**src/rtl/device_pkg.sv**
```systemverilog
// Shared definitions for the memory-mapped register front end used by bus peripherals.
package device_pkg;

    localparam int unsigned DEV_ADDR_W = 4;
    localparam int unsigned DEV_DATA_W = 8;
    localparam int unsigned DEV_N_REGS = 16;

    typedef logic [7:0] dev_byte_t;

    localparam logic DEV_MODE_READ  = 1'b0;
    localparam logic DEV_MODE_WRITE = 1'b1;

endpackage

```
**src/rtl/device_interface.sv**
```systemverilog
// Register bank written and read over a simple address/enable/mode bus strobe,
// with every register also exposed in parallel to the owning device core.
module device_interface
    import device_pkg::*;
#(
    parameter int unsigned N_REGS = DEV_N_REGS,
    parameter int unsigned DATA_W = DEV_DATA_W
) (
    input  logic                       clk,
    input  logic                       rst_n,
    input  logic [$clog2(N_REGS)-1:0]  address,
    input  logic                       enable,
    input  logic                       mode,
    input  logic [DATA_W-1:0]          data_in,
    output logic [DATA_W-1:0]          data_out,
    output logic [DATA_W-1:0]          device_data [N_REGS-1:0]
);

    logic [DATA_W-1:0] regs [N_REGS-1:0];
    logic              wr_en;
    logic              rd_en;

    assign wr_en = enable && (mode == DEV_MODE_WRITE);
    assign rd_en = enable && (mode == DEV_MODE_READ);

    always_ff @(posedge clk or negedge rst_n) begin
        if (!rst_n) begin
            for (int unsigned i = 0; i < N_REGS; i++) begin
                regs[i] <= '0;
            end
        end else if (wr_en) begin
            regs[address] <= data_in;
        end
    end

    // Idle and write cycles drive zero so several devices can OR onto one bus.
    always_comb begin
        data_out = '0;
        if (rd_en) begin
            data_out = regs[address];
        end
    end

    for (genvar g = 0; g < N_REGS; g++) begin : g_dev_data
        assign device_data[g] = regs[g];
    end

endmodule

```
**config.mk**
```make
export PLATFORM = sky130hd
export DESIGN_NAME = device_interface
export DESIGN_NICKNAME = d
export VERILOG_FILES = /design/src/rtl/device_pkg.sv /design/src/rtl/device_interface.sv
export SDC_FILE = /design/constraint.sdc
export NUM_CORES = 1
export LEC_CHECK = 0
export BUFFER_PORTS_ARGS = -buffer_cell sky130_fd_sc_hd__buf_4
export CORE_MARGIN = 1.5
export CORE_UTILIZATION = 30
export CTS_CLUSTER_DIAMETER = 60
export DETAILED_ROUTE_END_ITERATION = 16
export GPL_ROUTABILITY_DRIVEN = 0
export PLACE_DENSITY_LB_ADDON = 0.08
export SLEW_MARGIN = 20
export SYNTH_ARGS = -nofsm -noshare
export SYNTH_HDL_FRONTEND = slang
export SYNTH_SLANG_ARGS = --single-unit
```
**constraint.sdc**
```tcl
create_clock -name clk -period 2.9 [get_ports clk]
set_clock_uncertainty 0.2 [all_clocks]
set_input_delay 0.58 -clock clk [delete_from_list [all_inputs] [get_ports clk]]
set_output_delay 0.58 -clock clk [all_outputs]
set_load 0.01 [all_outputs]
```
# == Word-level counts from Yosys, hierarchy flattened ==
# Cells that the tools add are included.
# classes
order_cmp,2
mux,6
n_bitwise,1
reduce_logical,3
# ops
op,n
bitwise mux 128 bit,1
binary-select mux 8 bit (select 4 bit),1
demux 8 bit (select 4 bit),1
two-way mux 8 bit,3
"< comparator 4 x 5 -> 1 bit, second input constant",1
">= comparator 4 x 1 -> 1 bit, second input constant",1
logical AND 1 bit,3
inverter 1 bit,1
# word_totals
regBits,128
input_bits,16
output_inout_bits,136

# == Longest topological paths before layout ==
# Gate-level depths: netlist of run 1.
# logic_depth
depth_word,5
depth_mapped,7

# == Least setup slack after synthesis of run 1 ==
# No wires, ideal clock.
# synth_timing
kind,input port to output port
startpoint,input port address[1]
endpoint,output port data_out[6]
arrival_time_ns,1.820
setup_slack_ns,0.300
cell_stages,6
cell_sequence,buf_4 -> buf_4 -> buf_2 -> mux2_2 -> o2111ai_1 -> o31ai_1
# synth_between
elab_chain_len,3
# synth_rtl
item,line_no,rtl
start: declaration,device_interface.sv:11,"input logic [$clog2(N_REGS)-1:0] address,"
binary-select mux 8 bit (select 4 bit),device_interface.sv:40,data_out = regs[address];
two-way mux 8 bit (not written as such),device_interface.sv:40,
two-way mux 8 bit,device_interface.sv:39,if (rd_en) begin
end: declaration,device_interface.sv:15,"output logic [DATA_W-1:0] data_out,"
# Every way passes these cells. The select of a mux whose other input is x is not followed.

# == Worst setup path after layout of run 1 ==
# layout_timing
startpoint,input port address[1]
endpoint,output port data_out[5]
# Same word-level chain as after synthesis.

==> flow_summary.ini, run 1 <==
[outcome]
status = completed

[sta]
final-setup-viol-count = 0
report.final.slew_viol_count = 0
final_hold_viol_count = 0
tns_ns = 0
setup_ws_ns = 0.0862
worst_slew_margin_rel_pct = 61.7
grt_setup_unrepaired = no
fin_crit_ns = 2.81
achievable_freq_mhz = 355
worst_pin_slew_ns = 0.574
finalCritPeriodShare_pct = 97.0

[die]
design.core.area_um2 = 19500
boundaryPins = 152
placementRows = 51
dieArea_um2 = 20900
floorplan.die.width_um = 145
effective_utilization_at_floorplan_pct = 30.8
die_h_um = 145

[clock_network]
number_of_buffers_added_by_the_clock_tree_synthesis_step = 17
tritoncts = done
post_cts.repair.setup_buffers = 0
clock_tree.root_cell = clkbuf_16
clock_insertion_delay_worst_skew_ns = 0.41
clkTransAtPathRegs_ns = 0.05
clock_path_buffers = 2
htreeDepth = 4
tritoncts_num_sinks = 128

[layout]
layout.area.seq_um2 = 3200
syn2layout_area_growth_pct = 33.6
final_cell_count_no_fill = 853
multi_input_gate_area_in_the_final_layout_um2 = 2680
antenna-diode-count = 0
nFillCells = 1920
layout-drive-gt1-share_pct = 59.0
final_core_util_pct = 41.1
nNetsFinal = 598
largest_reg_flops = 128

[worst_setup_path]
r2r-start = device_data[33]
cp-startpoint = address[1]
worstSetupPathType = primary input to primary output
crit_path_max_fanout = 24
critical_path.endpoint = data_out[5]
library_cell_appearing_most_often_on_the_critical_path = buf_4
timing.reg2reg.setup_slack_ns = 1.85
critical-path-max-stage-delay_ns = 0.35
timing.rr.end = device_data[33]
start_kind = primary input
arrival_ns = 2.03
critical_path_required_ns = 2.12
worstPathCellList = buf_4 -> buf_12 -> mux2_2 -> o22ai_1 -> o31ai_1 -> buf_4
setup.worst_path.end_class = primary output
cp_slowest_cell = mux2_2
r2r.worst_path.cells = 1

[power]
power_density_nw_per_um2 = 727
vdd_drop_max_uv = 404
leakagePower_nw = 3.79

[grt]
grt_antenna_before_repair = 0
grtUsageTotal_pct = 19.4
global_route.overflow_total = 0
first_global_vias = 4491
maximum_number_of_pins_on_one_net_before_global_route_repair = 63
global_route_wire_length_before_repair_mm = 28.9

[synthesis]
synth.area.top_cells = dfrtp_1 (53%), mux2_2 (26%), mux2_1 (4.5%), mux2i_1 (2.7%), mux4_2 (2.6%)
synth_nets = 438
synth.distinct_cells = 30
portion_of_the_post_synthesis_area_used_by_sequential_elements_pct = 53.3
yosys_top_cell_area_share_pct = 53.3
post-synth-top-area-cell = dfrtp_1
yosys_register_bits = 128
mean_instance_size_in_the_synthesized_netlist_um2 = 14.2
synthesis.instances = 422
syn-cell-area_um2 = 6010
synth.yosys.warnings = 0

[route]
drt_pre_antenna_iters = 4
detail_route.wirelength_mm = 19.2
route.detailed.drc = 0
detail_route.vias_per_cell = 4.88
number_of_nets_with_antenna_violations_after_routing = 0
wl_per_cell_um = 22.5
initialDrtViolationCount = 135
dr_vias = 4161

[place]
post-place-ws_ns = 0.0446
place.detailed.instances = 827
buffer_ports.inserted = 151
dpl.hpwl_mm = 13.7

[hold_path]
worst_hold_path_type = flip-flop to flip-flop

[run]
drv_cap = 0
-- layout make-up --
class	count	area share [%]
multi-input cells	266	33.4
repair buffers	169	16.3
clock inverters	2	0.125
flip-flops and latches	128	39.9
clock buffers	23	6.08
well taps	265	4.13
-- power by group --
| group | internal, mW | switching [mW] |
|---|---|---|
| clock | 1.14 | 0.712 |
| sequential | 2.14 | 0.319 |
| combinational | 0.867 | 0.649 |
| total | 4.15 | 1.68 |
-- worst max-delay path: cells and delay by family --
kind	cells	cell delay, ns
AOI/OAI and AO/OA	2	0.45
buffers and inverters	3	0.63
muxes	1	0.35
-- cell usage in the layout (no fill, tap or decap), types with 7 or more instances in the layout --
cell         n
buf_4      165
mux2_2     138
dfrtp_1    128
mux2_1      24
clkbuf_16   17
o22ai_1     16
mux2i_1     16
nand2b_1    11
o31ai_1      8
mux4_2       7
a22oi_1      7
nand3_1      7
-- through the flow --
step | instance area [um2] | power (mW) | hold WS, ns
finish | 8020 | 5.83 | 0.324
global route | 8020 | 6.16 | 0.342
CTS | 8020 | 5.92 | 0.328
detailed placement | 7510 | 4.03 | 0.316
global placement | 7510 | 4.00 | 0.311
floorplan | 6010 | 3.13 | 0.0844
-- routing by layer --
layer,up-vias,wire [um],global-route usage (%)
li1,1888,-,-
met1,2147,8490,25.8
met2,115,9580,31.5
met3,11,923,5.23
met4,0,184,5.00
met5,-,0,0
-- worst min-delay path by stage --
stage	startpoint	to	slack, ns	cells past startpoint
2_1_floorplan	rst_n	device_data[0]	0.08	0
3_3_place_gp	device_data[37]	device_data[37]	0.31	1
3_5_place_dp	device_data[36]	device_data[36]	0.32	1
4_1_cts	device_data[67]	device_data[67]	0.33	1
5_1_grt	device_data[34]	device_data[34]	0.34	1
6_report	device_data[34]	device_data[34]	0.32	1
-- what timing repair did --
action / CTS / global route
setup endpoints to repair: 0 / 1
endpoints found under the hold margin: 39 / 0
hold buffers: 1 / 0
gates resized for setup: 0 / 1
-- synthesized netlist by cell type (all sizes together) --
library cell	instances
a22oi	7
a2bb2oi	1
buf	16
clkbuf	12
dfrtp	128
mux2	162
mux2i	16
mux4	7
nand2	5
nand2b	12
nand3	7
nand3b	1
nand4	1
nand4b	2
nor2	11
nor2b	1
nor3	2
nor3b	1
nor4	1
o2111ai	1
o22ai	16
o31ai	8
or2	1
or3	1
or4	2
-- cell families (layout without fill, tap and decap cells) --
logic type / after synthesis / after routing / synth area share [%]
flops: 128 / 128 / 53.3
mux: 185 / 185 / 35.7
simple gates: 48 / 48 / 5.10
compound gates: 33 / 33 / 3.83
buf+inv: 28 / 194 / 2.08
Note: power is estimated with default switching activity, not from simulation.
==> inputs of run 2 (changes only) <==
Settings changed: SLEW_MARGIN 20 to default.
Clock period 2.9 ns to 3.19 ns, I/O delays scaled along.
==> run 2 against run 1 <==
Final area grew 1.0%; first-iteration DRC count is 64% higher; power shrank 2.6%; cell count is 0.12% lower; critical path depth down 1; setup slack better by 0.21 ns; sequential cell count unchanged; global-route usage down 0.72 points; core utilization grew 0.42 points; sequential power decreased by 8.9%; worst hold slack got worse by 0.26 ns; critical path type unchanged.
==> flow_summary.ini, run 2 (synthesis gave the netlist of run 1 again) <==
[layout]
layout_common_cells = buf_4 (160), mux2_2 (138), dfrtp_1 (128), mux2_1 (24), clkbuf_16 (17)
nNetsFinal = 592
syn2layout_area_growth_pct = 34.9
layout.cells.most_common = buf_4
layout-drive-gt1-share_pct = 58.8
largest_reg_flops = 128
antenna-diode-count = 0

[clock_network]
htreeDepth = 4
tritoncts = done
cts_repair_resize_count = 0
cts.hold.buffers_added = 0
clock_path_buffers = 2
clock_insertion_delay_worst_skew_ns = 0.41
clkTransAtPathRegs_ns = 0.05
tritoncts_num_sinks = 128
number_of_buffers_added_by_the_clock_tree_synthesis_step = 17
post_cts.repair.setup_buffers = 0
clock_tree.root_cell = clkbuf_16

[place]
post-place-ws_ns = 0.287
dpl.hpwl_mm = 13.4
buffer_ports.inserted = 151

[worst_setup_path]
cp_slowest_cell = o31ai_1
critical-path-max-stage-delay_ns = 0.41
worstSetupPathType = primary input to primary output
crit_path_max_fanout = 19
timing.reg2reg.setup_slack_ns = 2.15
start_kind = primary input
critical_path_required_ns = 2.35
worstPathCellList = buf_4 -> nand2b_1 -> o22ai_1 -> o31ai_1 -> buf_4
critical_path_buf_inv_count = 2
library_cell_appearing_most_often_on_the_critical_path = buf_4
arrival_ns = 2.06
setup.worst_path.end_class = primary output
critical-path-top-delay-family = compound AO/OA/AOI/OAI gates

[route]
route.detailed.drc = 0
routed-wl-met3_um = 927
initialDrtViolationCount = 221
detail_route.vias_per_cell = 4.85
routed.top_layer = met4
number_of_nets_with_antenna_violations_after_routing = 0
drt_pre_antenna_iters = 4
m1WireLength_mm = 8.31
wl_met2_mm = 9.35
wl_per_cell_um = 22.1
detail_route.wirelength_mm = 18.9
dr_vias = 4132

[sta]
worst_slew_margin_rel_pct = 51.2
grt_setup_unrepaired = no
fin_crit_ns = 2.90
final-setup-viol-count = 0
report.final.slew_viol_count = 0
setup_ws_ns = 0.294
tns_ns = 0
finalCritPeriodShare_pct = 90.8
worst_pin_slew_ns = 0.726
achievable_freq_mhz = 345
final_hold_viol_count = 0

[hold_path]
worst_hold_path_type = primary input to asynchronous set/reset pin

[die]
design.core.area_um2 = 19500
floorplan.die.width_um = 145
boundaryPins = 152
die_h_um = 145
dieArea_um2 = 20900
effective_utilization_at_floorplan_pct = 30.8
placementRows = 51

[power]
vdd_drop_max_uv = 358
power_density_nw_per_um2 = 701
leakagePower_nw = 3.82

[grt]
first_global_vias = 4344
maximum_number_of_pins_on_one_net_before_global_route_repair = 57
grt_antenna_before_repair = 0
global_route_wire_length_before_repair_mm = 27.8
grtUsageTotal_pct = 18.7
global_route.overflow_total = 0

[outcome]
status = completed

[run]
drv_cap = 0
-- run 2: cell count changes in the layout (fill, tap and decap cells not counted) --
| cell | before | now |
|---|---|---|
| clkinv_2 | 2 | 1 |
| dlygate4sd3_1 | 1 | 0 |
| clkbuf_1 | 2 | 3 |
| bufinv_16 | 0 | 4 |
| nand2b_1 | 11 | 12 |
| clkbuf_8 | 4 | 5 |
| nand2b_2 | 1 | 0 |
| buf_4 | 165 | 160 |
-- run 2: where the power goes --
group	internal (mW)	total (mW)	switching, mW
Sequential	1.95	2.24	0.292
Clock	1.40	2.07	0.669
Combinational	0.786	1.37	0.585
Total	4.13	5.68	1.55
-- run 2: per-stage QoR --
step	total power, mW	util, %	instances	area, um2	hold WS, ns
after global placement	3.64	38.3	822	7470	0.311
after CTS	5.75	41.5	852	8110	0.0686
after detailed placement	3.66	38.3	822	7470	0.311
after floorplan	2.85	-	422	6010	0.142
final	5.68	41.5	852	8110	0.0642
after global routing	5.97	41.5	852	8110	0.0941
-- run 2: final timing paths --
path | from | to | cells past startpoint
max | address[3] | data_out[1] | 5
min in group clk | device_data[19] | device_data[19] | 1
min | rst_n | device_data[73] | 1
max reg2reg | device_data[66] | device_data[66] | 1
max in group asynchronous | rst_n | device_data[55] | 2
min reg2reg | device_data[19] | device_data[19] | 1
-- run 2: per-layer routing --
layer / vias to the layer above / GRT usage (%)
met3: 19 / 4.24
met1: 2117 / 24.7
met4: 0 / 6.06
met5: - / 0
li1: 1872 / -
met2: 124 / 30.5
-- run 2: cell type report --
type,count,area [um2]
fillers,1884,11400
flip-flops and latches,128,3200
multi-input cells,266,2680
repair buffers,163,1260
clock buffers,25,505
well taps,265,332
clock inverters,5,125
